===== src/rtl/corescore_arb_pkg.sv =====
// Shared types for the corescore stream arbiter: FSM state encoding and
// the grant-index width helper used to size port-index buses.
package corescore_arb_pkg;

  typedef enum logic [0:0] {
    ST_IDLE = 1'b0,
    ST_BUSY = 1'b1
  } arb_state_e;

  // Grant-index width; a single port still needs one bit to carry an index.
  function automatic int grant_width(input int num_ports);
    return (num_ports > 1) ? $clog2(num_ports) : 1;
  endfunction

endpackage


===== src/rtl/corescore_rr_pick.sv =====
// Round-robin picker: finds the first set request searching upward from
// (last_idx + 1) mod NUM_PORTS, wrapping around.
module corescore_rr_pick
  import corescore_arb_pkg::*;
#(
  parameter  int NUM_PORTS = 4,
  localparam int GW        = grant_width(NUM_PORTS)
) (
  input  logic [NUM_PORTS-1:0] req,
  input  logic [GW-1:0]        last_idx,
  output logic                 found,
  output logic [GW-1:0]        next_idx
);

  // Scan offsets 1..NUM_PORTS from last_idx; the earliest hit wins.
  always_comb begin
    found    = 1'b0;
    next_idx = last_idx;
    for (int i = 0; i < NUM_PORTS; i++) begin
      logic [GW:0] cand_s;
      cand_s = {1'b0, last_idx} + (GW+1)'(1) + (GW+1)'(i);
      if (cand_s >= (GW+1)'(NUM_PORTS)) begin
        cand_s = cand_s - (GW+1)'(NUM_PORTS);
      end else begin
        cand_s = cand_s;
      end
      if (!found && req[cand_s[GW-1:0]]) begin
        found    = 1'b1;
        next_idx = cand_s[GW-1:0];
      end else begin
        found    = found;
        next_idx = next_idx;
      end
    end
  end

endmodule


===== src/rtl/corescore_stream_arbiter.sv =====
// Merges NUM_PORTS byte streams into one, granting whole messages in
// round-robin order behind a single output register.
module corescore_stream_arbiter
  import corescore_arb_pkg::*;
#(
  parameter  int NUM_PORTS = 4,
  localparam int GW        = grant_width(NUM_PORTS)
) (
  input  logic                   i_clk,
  input  logic                   i_rst,
  input  logic [8*NUM_PORTS-1:0] i_tdata,
  input  logic [NUM_PORTS-1:0]   i_tlast,
  input  logic [NUM_PORTS-1:0]   i_tvalid,
  output logic [NUM_PORTS-1:0]   o_tready,
  output logic [7:0]             o_tdata,
  output logic                   o_tlast,
  output logic                   o_tvalid,
  input  logic                   i_tready,
  output logic [GW-1:0]          o_grant,
  output logic                   o_busy
);

  arb_state_e           state_r;
  logic [GW-1:0]        grant_r;
  logic [GW-1:0]        last_grant_r;
  logic [7:0]           data_r;
  logic                 last_r;
  logic                 valid_r;
  logic                 busy_r;

  logic                 pick_found_s;
  logic [GW-1:0]        pick_idx_s;
  logic                 slot_free_s;
  logic                 sel_valid_s;
  logic [7:0]           sel_data_s;
  logic                 sel_last_s;
  logic                 load_s;
  logic [NUM_PORTS-1:0] tready_s;

  corescore_rr_pick #(
    .NUM_PORTS (NUM_PORTS)
  ) u_pick (
    .req      (i_tvalid),
    .last_idx (last_grant_r),
    .found    (pick_found_s),
    .next_idx (pick_idx_s)
  );

  assign slot_free_s = !valid_r || i_tready;
  assign sel_valid_s = i_tvalid[grant_r];
  assign sel_data_s  = i_tdata[{grant_r, 3'b000} +: 8];
  assign sel_last_s  = i_tlast[grant_r];

  // Only the granted port sees ready, and only while the output slot can take a beat.
  always_comb begin
    tready_s = {NUM_PORTS{1'b0}};
    load_s   = 1'b0;
    if (state_r == ST_BUSY) begin
      tready_s[grant_r] = slot_free_s;
      load_s            = sel_valid_s && slot_free_s;
    end else begin
      tready_s = {NUM_PORTS{1'b0}};
      load_s   = 1'b0;
    end
  end

  // Arbitration FSM and output register; reset discards any in-flight beat.
  always_ff @(posedge i_clk or posedge i_rst) begin
    if (i_rst) begin
      state_r      <= ST_IDLE;
      grant_r      <= {GW{1'b0}};
      last_grant_r <= GW'(NUM_PORTS - 1);
      data_r       <= 8'h00;
      last_r       <= 1'b0;
      valid_r      <= 1'b0;
      busy_r       <= 1'b0;
    end else begin
      if (load_s) begin
        data_r  <= sel_data_s;
        last_r  <= sel_last_s;
        valid_r <= 1'b1;
      end else if (valid_r && i_tready) begin
        valid_r <= 1'b0;
      end else begin
        valid_r <= valid_r;
      end

      case (state_r)
        ST_IDLE: begin
          if (pick_found_s) begin
            state_r <= ST_BUSY;
            grant_r <= pick_idx_s;
            busy_r  <= 1'b1;
          end else begin
            state_r <= ST_IDLE;
            busy_r  <= 1'b0;
          end
        end
        ST_BUSY: begin
          if (load_s && sel_last_s) begin
            state_r      <= ST_IDLE;
            last_grant_r <= grant_r;
            busy_r       <= 1'b0;
          end else begin
            state_r <= ST_BUSY;
            busy_r  <= 1'b1;
          end
        end
        default: begin
          state_r <= ST_IDLE;
          busy_r  <= 1'b0;
        end
      endcase
    end
  end

  assign o_tready = tready_s;
  assign o_tdata  = data_r;
  assign o_tlast  = last_r;
  assign o_tvalid = valid_r;
  assign o_grant  = grant_r;
  assign o_busy   = busy_r;

endmodule

===== config.mk =====
export PLATFORM = sky130hd
export DESIGN_NAME = corescore_stream_arbiter
export DESIGN_NICKNAME = d
export VERILOG_FILES = /design/src/rtl/corescore_arb_pkg.sv /design/src/rtl/corescore_rr_pick.sv /design/src/rtl/corescore_stream_arbiter.sv
export SDC_FILE = /design/constraint.sdc
export NUM_CORES = 1
export LEC_CHECK = 0
export CAP_MARGIN = 30
export CORE_ASPECT_RATIO = 1.5
export CORE_UTILIZATION = 40
export DETAILED_ROUTE_END_ITERATION = 8
export PLACE_DENSITY = 0.85
export SYNTH_ARGS = -nofsm -noshare
export SYNTH_HDL_FRONTEND = slang
export SYNTH_SLANG_ARGS = --single-unit
export TNS_END_PERCENT = 100

===== constraint.sdc =====
create_clock -name i_clk -period 4 [get_ports i_clk]
set_clock_uncertainty 0.05 [all_clocks]
set_input_delay 0.8 -clock i_clk [delete_from_list [all_inputs] [get_ports i_clk]]
set_output_delay 0.8 -clock i_clk [all_outputs]
set_load 0.03 [all_outputs]

Yosys cells after proc, flatten, opt, wreduce, memory -nomap -nowiden
Cells that the tools add are included.

Register bits after elaboration: 15. Bits of input ports: 43. Output and inout bits: 17. Logic and storage cells: 75.

$add $sub $neg: 8. Order comparisons: 10. Shift operators: 1. Muxes and demuxes: 33. Bitwise gates (word level): 2. Reductions and logical operators: 15.

Operators by type and width (number): 32-bit by 6-bit indexed part select with 8-bit output (1); 1-bit two-way mux (16); 2-bit two-way mux (8); 2-bit by 3-bit less-than comparator with 1-bit output, second input constant (5); 1-bit binary-select mux with 2-bit select (6); 3-bit >= comparator, second input constant (4); 2-bit by 1-bit subtractor with 2-bit output, second input constant (4); 1-bit logical AND (7); 3-bit by 2-bit adder with 3-bit output, second input constant (2); 4-bit AND (1); 1-bit zero test (4); 4-bit two-way mux (1); 2-bit AND reduction (2); 2-bit by 1-bit adder with 3-bit output, second input constant (1); 3-bit by 1-bit adder with 3-bit output, second input constant (1); 1-bit demux with 2-bit select (1); 2-bit by 1-bit >= comparator with 1-bit output, second input constant (1); 1-bit case mux with 2 select lines (1); 2-bit nonzero test (1); 1-bit logical OR (1); 1-bit inverter (1).

Logic depth before layout (Yosys ltp)
Depth after elaboration: 17. Gate-level depth with buffers: 5. Gate-level depth less buffers: 3.

Modules after synthesis
Synthesis repeated with hierarchy kept, for this count alone.

Cell total of the unflattened synthesis: 70. Area total of the unflattened synthesis: 957.2 sq um.

Modules (own cells, without submodules): corescore_stream_arbiter (times used 1, cells each 56, area each 884.6 sq um, sequential area each 377.9 sq um); corescore_rr_pick (times used 1, cells each 14, area each 72.6 sq um, sequential area each 0.0 sq um).

Worst setup path after synthesis
No wires, ideal clock.

Path type: reg-to-output. Start: register grant_r[1], in the netlist o_grant[1]. End: output port o_tready[0]. Arrival time: 1.704 ns. Required time: 3.150 ns. Path slack: 1.446 ns. Stages on the path, launching flop included: 4. Path buffers: 2. Path through: dfrtp_1 > buf_6 > dlygate4sd1_1 > nor3_1.

Longest elaborated chain between the ends: 6. Elaborated cells on any way between the ends: 7. Classes of those cells: 2 x order compare; 3 x mux; 1 x bitwise; 1 x reduce/logical.

Ends and longest elaborated chain: from (decl) (line corescore_stream_arbiter.sv:24) `logic [GW-1:0] grant_r;`; from (signal assigned) (line corescore_stream_arbiter.sv:71) `grant_r <= {GW{1'b0}};`; from (signal assigned) (line corescore_stream_arbiter.sv:92) `grant_r <= pick_idx_s;`; 2-bit by 3-bit less-than comparator with 1-bit output (not written as such) or 2-bit by 1-bit >= comparator with 1-bit output (tied branches) (line corescore_stream_arbiter.sv:59) `tready_s[grant_r] = slot_free_s;`; 1-bit logical AND (not written as such) (line corescore_stream_arbiter.sv:59); 1-bit two-way mux (not written as such) (line corescore_stream_arbiter.sv:59); 1-bit demux with 2-bit select (*) (line corescore_stream_arbiter.sv:59); 4-bit AND (no source line) (*); 4-bit two-way mux (*) (line corescore_stream_arbiter.sv:58) `if (state_r == ST_BUSY) begin`; to (decl) (line corescore_stream_arbiter.sv:14) `output logic [NUM_PORTS-1:0] o_tready,`.

Mark *: on every way between the ends. The rest lies on a longest branch, timed or not.

Final worst setup path
Start: input port i_tready. End: output port o_tready[0].

Longest elaborated chain between the ends: 3.

Ends and longest elaborated chain: from (decl) (line corescore_stream_arbiter.sv:18) `input logic i_tready,`; 1-bit logical OR (line corescore_stream_arbiter.sv:49) `assign slot_free_s = !valid_r || i_tready;`; 4-bit AND (no source line); 4-bit two-way mux (line corescore_stream_arbiter.sv:58).

Every way passes these cells.

==> impl_metrics.py <==
metrics = {
    "route": {
        "via_count": 856,
        "finalWirelength_um": 2673,
        "dr.pass1.iters": 4,
        "wire_per_inst_um": 17.36,
        "drt.antenna.violating_nets": 0,
        "viasPerCell": 5.558,
        "post-route-drc-count": 0,
        "first_iter_violations": 39,
    },
    "critical_path": {
        "path_cells": "clkdlybuf4s50_1, or2b_4, nand2_1, nor3_1, clkdlybuf4s50_1",
        "timing.reg2reg.setup_slack_ps": 1910,
        "crit_family": "buffers and inverters",
        "crit_slowest_cell": "clkdlybuf4s50_1",
        "crit_fanout": 5,
        "cp_slowest_stage_delay_ps": 700,
        "critPathKind": "in -> out",
        "critPathArrivalTime_ps": 2330,
        "startpoint_type": "input port",
        "endpoint_kind": "output port",
        "path_buf_inv": 2,
        "crit_top_cell": "clkdlybuf4s50_1",
        "worst-r2r-cell-count": 3,
        "cp.depth": 5,
        "cp.required_ps": 3150,
    },
    "floorplan": {
        "io_pins": 60,
        "die_w_um": 43.10,
        "dieHeight_um": 63.65,
        "die_area_um2": 2743,
        "rows": 22,
        "core_um2": 2422,
        "initial_core_util": 0.4184,
    },
    "power": {
        "p_per_area_nw_per_um2": 756.3,
        "leakage_nw": 0.6727,
        "vdd_ir_drop_max_uv": 404.8,
        "p_total_w": 0.001218,
    },
    "final_layout": {
        "drive_gt1_frac": 0.1846,
        "fin_util": 0.6648,
        "fin_nets": 174,
        "multi_input_area_um2": 574.3,
        "seq_area_um2": 377.9,
        "fin_cells": 154,
        "nFillCells": 188,
        "antennaDiodeCount": 0,
        "syn_to_final_growth_pct": 58.89,
    },
    "logic_synthesis": {
        "synth_edf_count": 0,
        "synth_seq_cells": 15,
        "yosysSeqAreaShare": 0.3728,
        "async_flop_share": 1.000,
        "synth_cell_types": 28,
        "syn-cell-area_um2": 1013,
        "synth_warnings": 0,
        "dominantRegCellSynth": "dfrtp_1",
        "yosys.area.top_type_share": 0.3210,
        "avgSynthCellArea_um2": 14.08,
        "yosys-top-cells-area": "dfrtp_1 (32%), mux4_2 (16%), mux2_4 (12%), mux4_1 (7.8%), dfstp_2 (5.2%)",
        "syn-num-nets": 115,
        "yosys.area.top_type": "dfrtp_1",
        "synthCells": 72,
    },
    "placement": {
        "dp_slack_ps": 809.4,
        "place.gp.congestion": 0.7150,
        "dp.cells": 150,
        "io_buffers": 59,
        "place_hpwl_um": 2159,
    },
    "grt": {
        "grt_pass1_vias": 858,
        "antenna_found_initial": 0,
        "grt.total_usage": 0.2113,
        "grt_start_max_net_pins": 17,
        "grt_pass1_wl_um": 4340,
        "grt_overflow": 0,
    },
    "hold_path": {
        "hold_class": "reg -> reg",
        "hold_depth": 1,
    },
    "clocking": {
        "root_buffer": "clkbuf_4",
        "clk_pin_slew_ps": 90,
        "ctsResizeCount": 0,
        "cts.path.max_buffers": 2,
        "cts_hold_buf": 0,
        "cts_sinks": 15,
        "cts_setup_buffers": 0,
        "cts_buffers": 3,
        "cts_tree": "built",
        "worstSkewPairLatency_ps": 290,
        "htree_num_levels": 1,
    },
    "timing": {
        "min_period_over_period": 0.7961,
        "setup_ws_ps": 815.5,
        "rsz0062_at_grt": "false",
        "worst_slew_pin_slew_ps": 714.4,
        "slew_violations": 0,
        "slew_headroom": 0.5237,
        "tns_ps": 0,
        "hold_viol_final": 0,
        "period_needed_ps": 3184,
        "setup_viol": 0,
        "fmax_mhz": 314.0,
    },
    "flow_run": {
        "max_cap_viol_count": 0,
    },
    "run_status": {
        "status": "complete, no violations",
    },
}
==> worst paths after layout <==
path | from | to
setup / recovery | i_tready | o_tready[0]
hold / removal | o_tlast | o_tlast
setup reg to reg | o_grant[0] | last_grant_r[1]
hold reg to reg | o_tlast | o_tlast
max in group asynchronous | i_rst | o_tdata[7]
min in group asynchronous | i_rst | o_tdata[5]
==> placed cells by master (no fill, tap or decap) <==
master	instances
mux2_4	8
inv_1	3
a41oi_1	1
nor2_1	5
o21bai_1	1
nand3_4	1
clkdlybuf4s50_1	59
clkbuf_4	3
o221a_2	1
nand3_1	1
nand2_1	3
o21a_1	1
mux4_2	7
nor4_1	1
a21boi_1	1
mux4_1	3
clkbuf_1	1
nor2b_1	4
o21ai_0	2
o31ai_1	1
a21bo_1	1
dfrtp_1	13
mux2_1	2
nand3b_1	1
nand4_2	1
nor3_1	2
dfstp_2	2
or2b_4	1
==> flip-flops by register name (all words and copies together) (netlist names) <==
register,cells
o_tlast,1
last_grant_r,2
o_busy,1
o_grant,2
o_tvalid,1
o_tdata,8
==> per-stage QoR <==
step           hold slack, ps  cell area [um^2]
5_1_grt                 490.2              1610
6_report                463.5              1610
3_5_place_dp            443.7              1584
4_1_cts                 467.2              1610
3_3_place_gp            420.0              1584
2_1_floorplan           487.5              1013
==> where the power goes <==
group          switching (W)  internal [W]
Sequential          0.000116      0.000238
Clock              0.0000516     0.0000387
Combinational       0.000343      0.000430
Total               0.000511      0.000707
==> kinds of logic (layout without fill, tap and decap cells) <==
| group | count (synthesis) | after routing | share of synthesized area |
|---|---|---|---|
| flops | 15 | 15 | 0.3728 |
| simple gates | 20 | 20 | 0.1235 |
| mux | 20 | 20 | 0.3741 |
| buf+inv | 8 | 66 | 0.06050 |
| compound gates | 9 | 9 | 0.06915 |
==> metal layers <==
metal	wire [um]	vias to the layer above	GRT usage	part of all wire
li1	-	394	-	-
met1	1062	410	0.2639	0.40
met2	1377	46	0.3470	0.52
met3	185	6	0.04011	0.069
met4	48	0	0.09091	0.018
met5	0	-	0	0
==> cells in the mapped netlist (2+ instances only) <==
master	n
buf_6	3
dfrtp_1	13
dfstp_2	2
inv_1	3
mux2_1	2
mux2_4	8
mux4_1	3
mux4_2	7
nand2_1	3
nor2_1	5
nor2b_1	4
nor3_1	2
o21ai_0	2
==> layout make-up <==
| cell class | count | share of cell area |
|---|---|---|
| inverters | 3 | 0.006993 |
| well taps | 24 | 0.01865 |
| repair buffers | 59 | 0.3667 |
| clock buffers | 4 | 0.01632 |
| multi-input cells | 49 | 0.3566 |
| flip-flops and latches | 15 | 0.2347 |
Note: power is estimated with default switching activity, not from simulation.
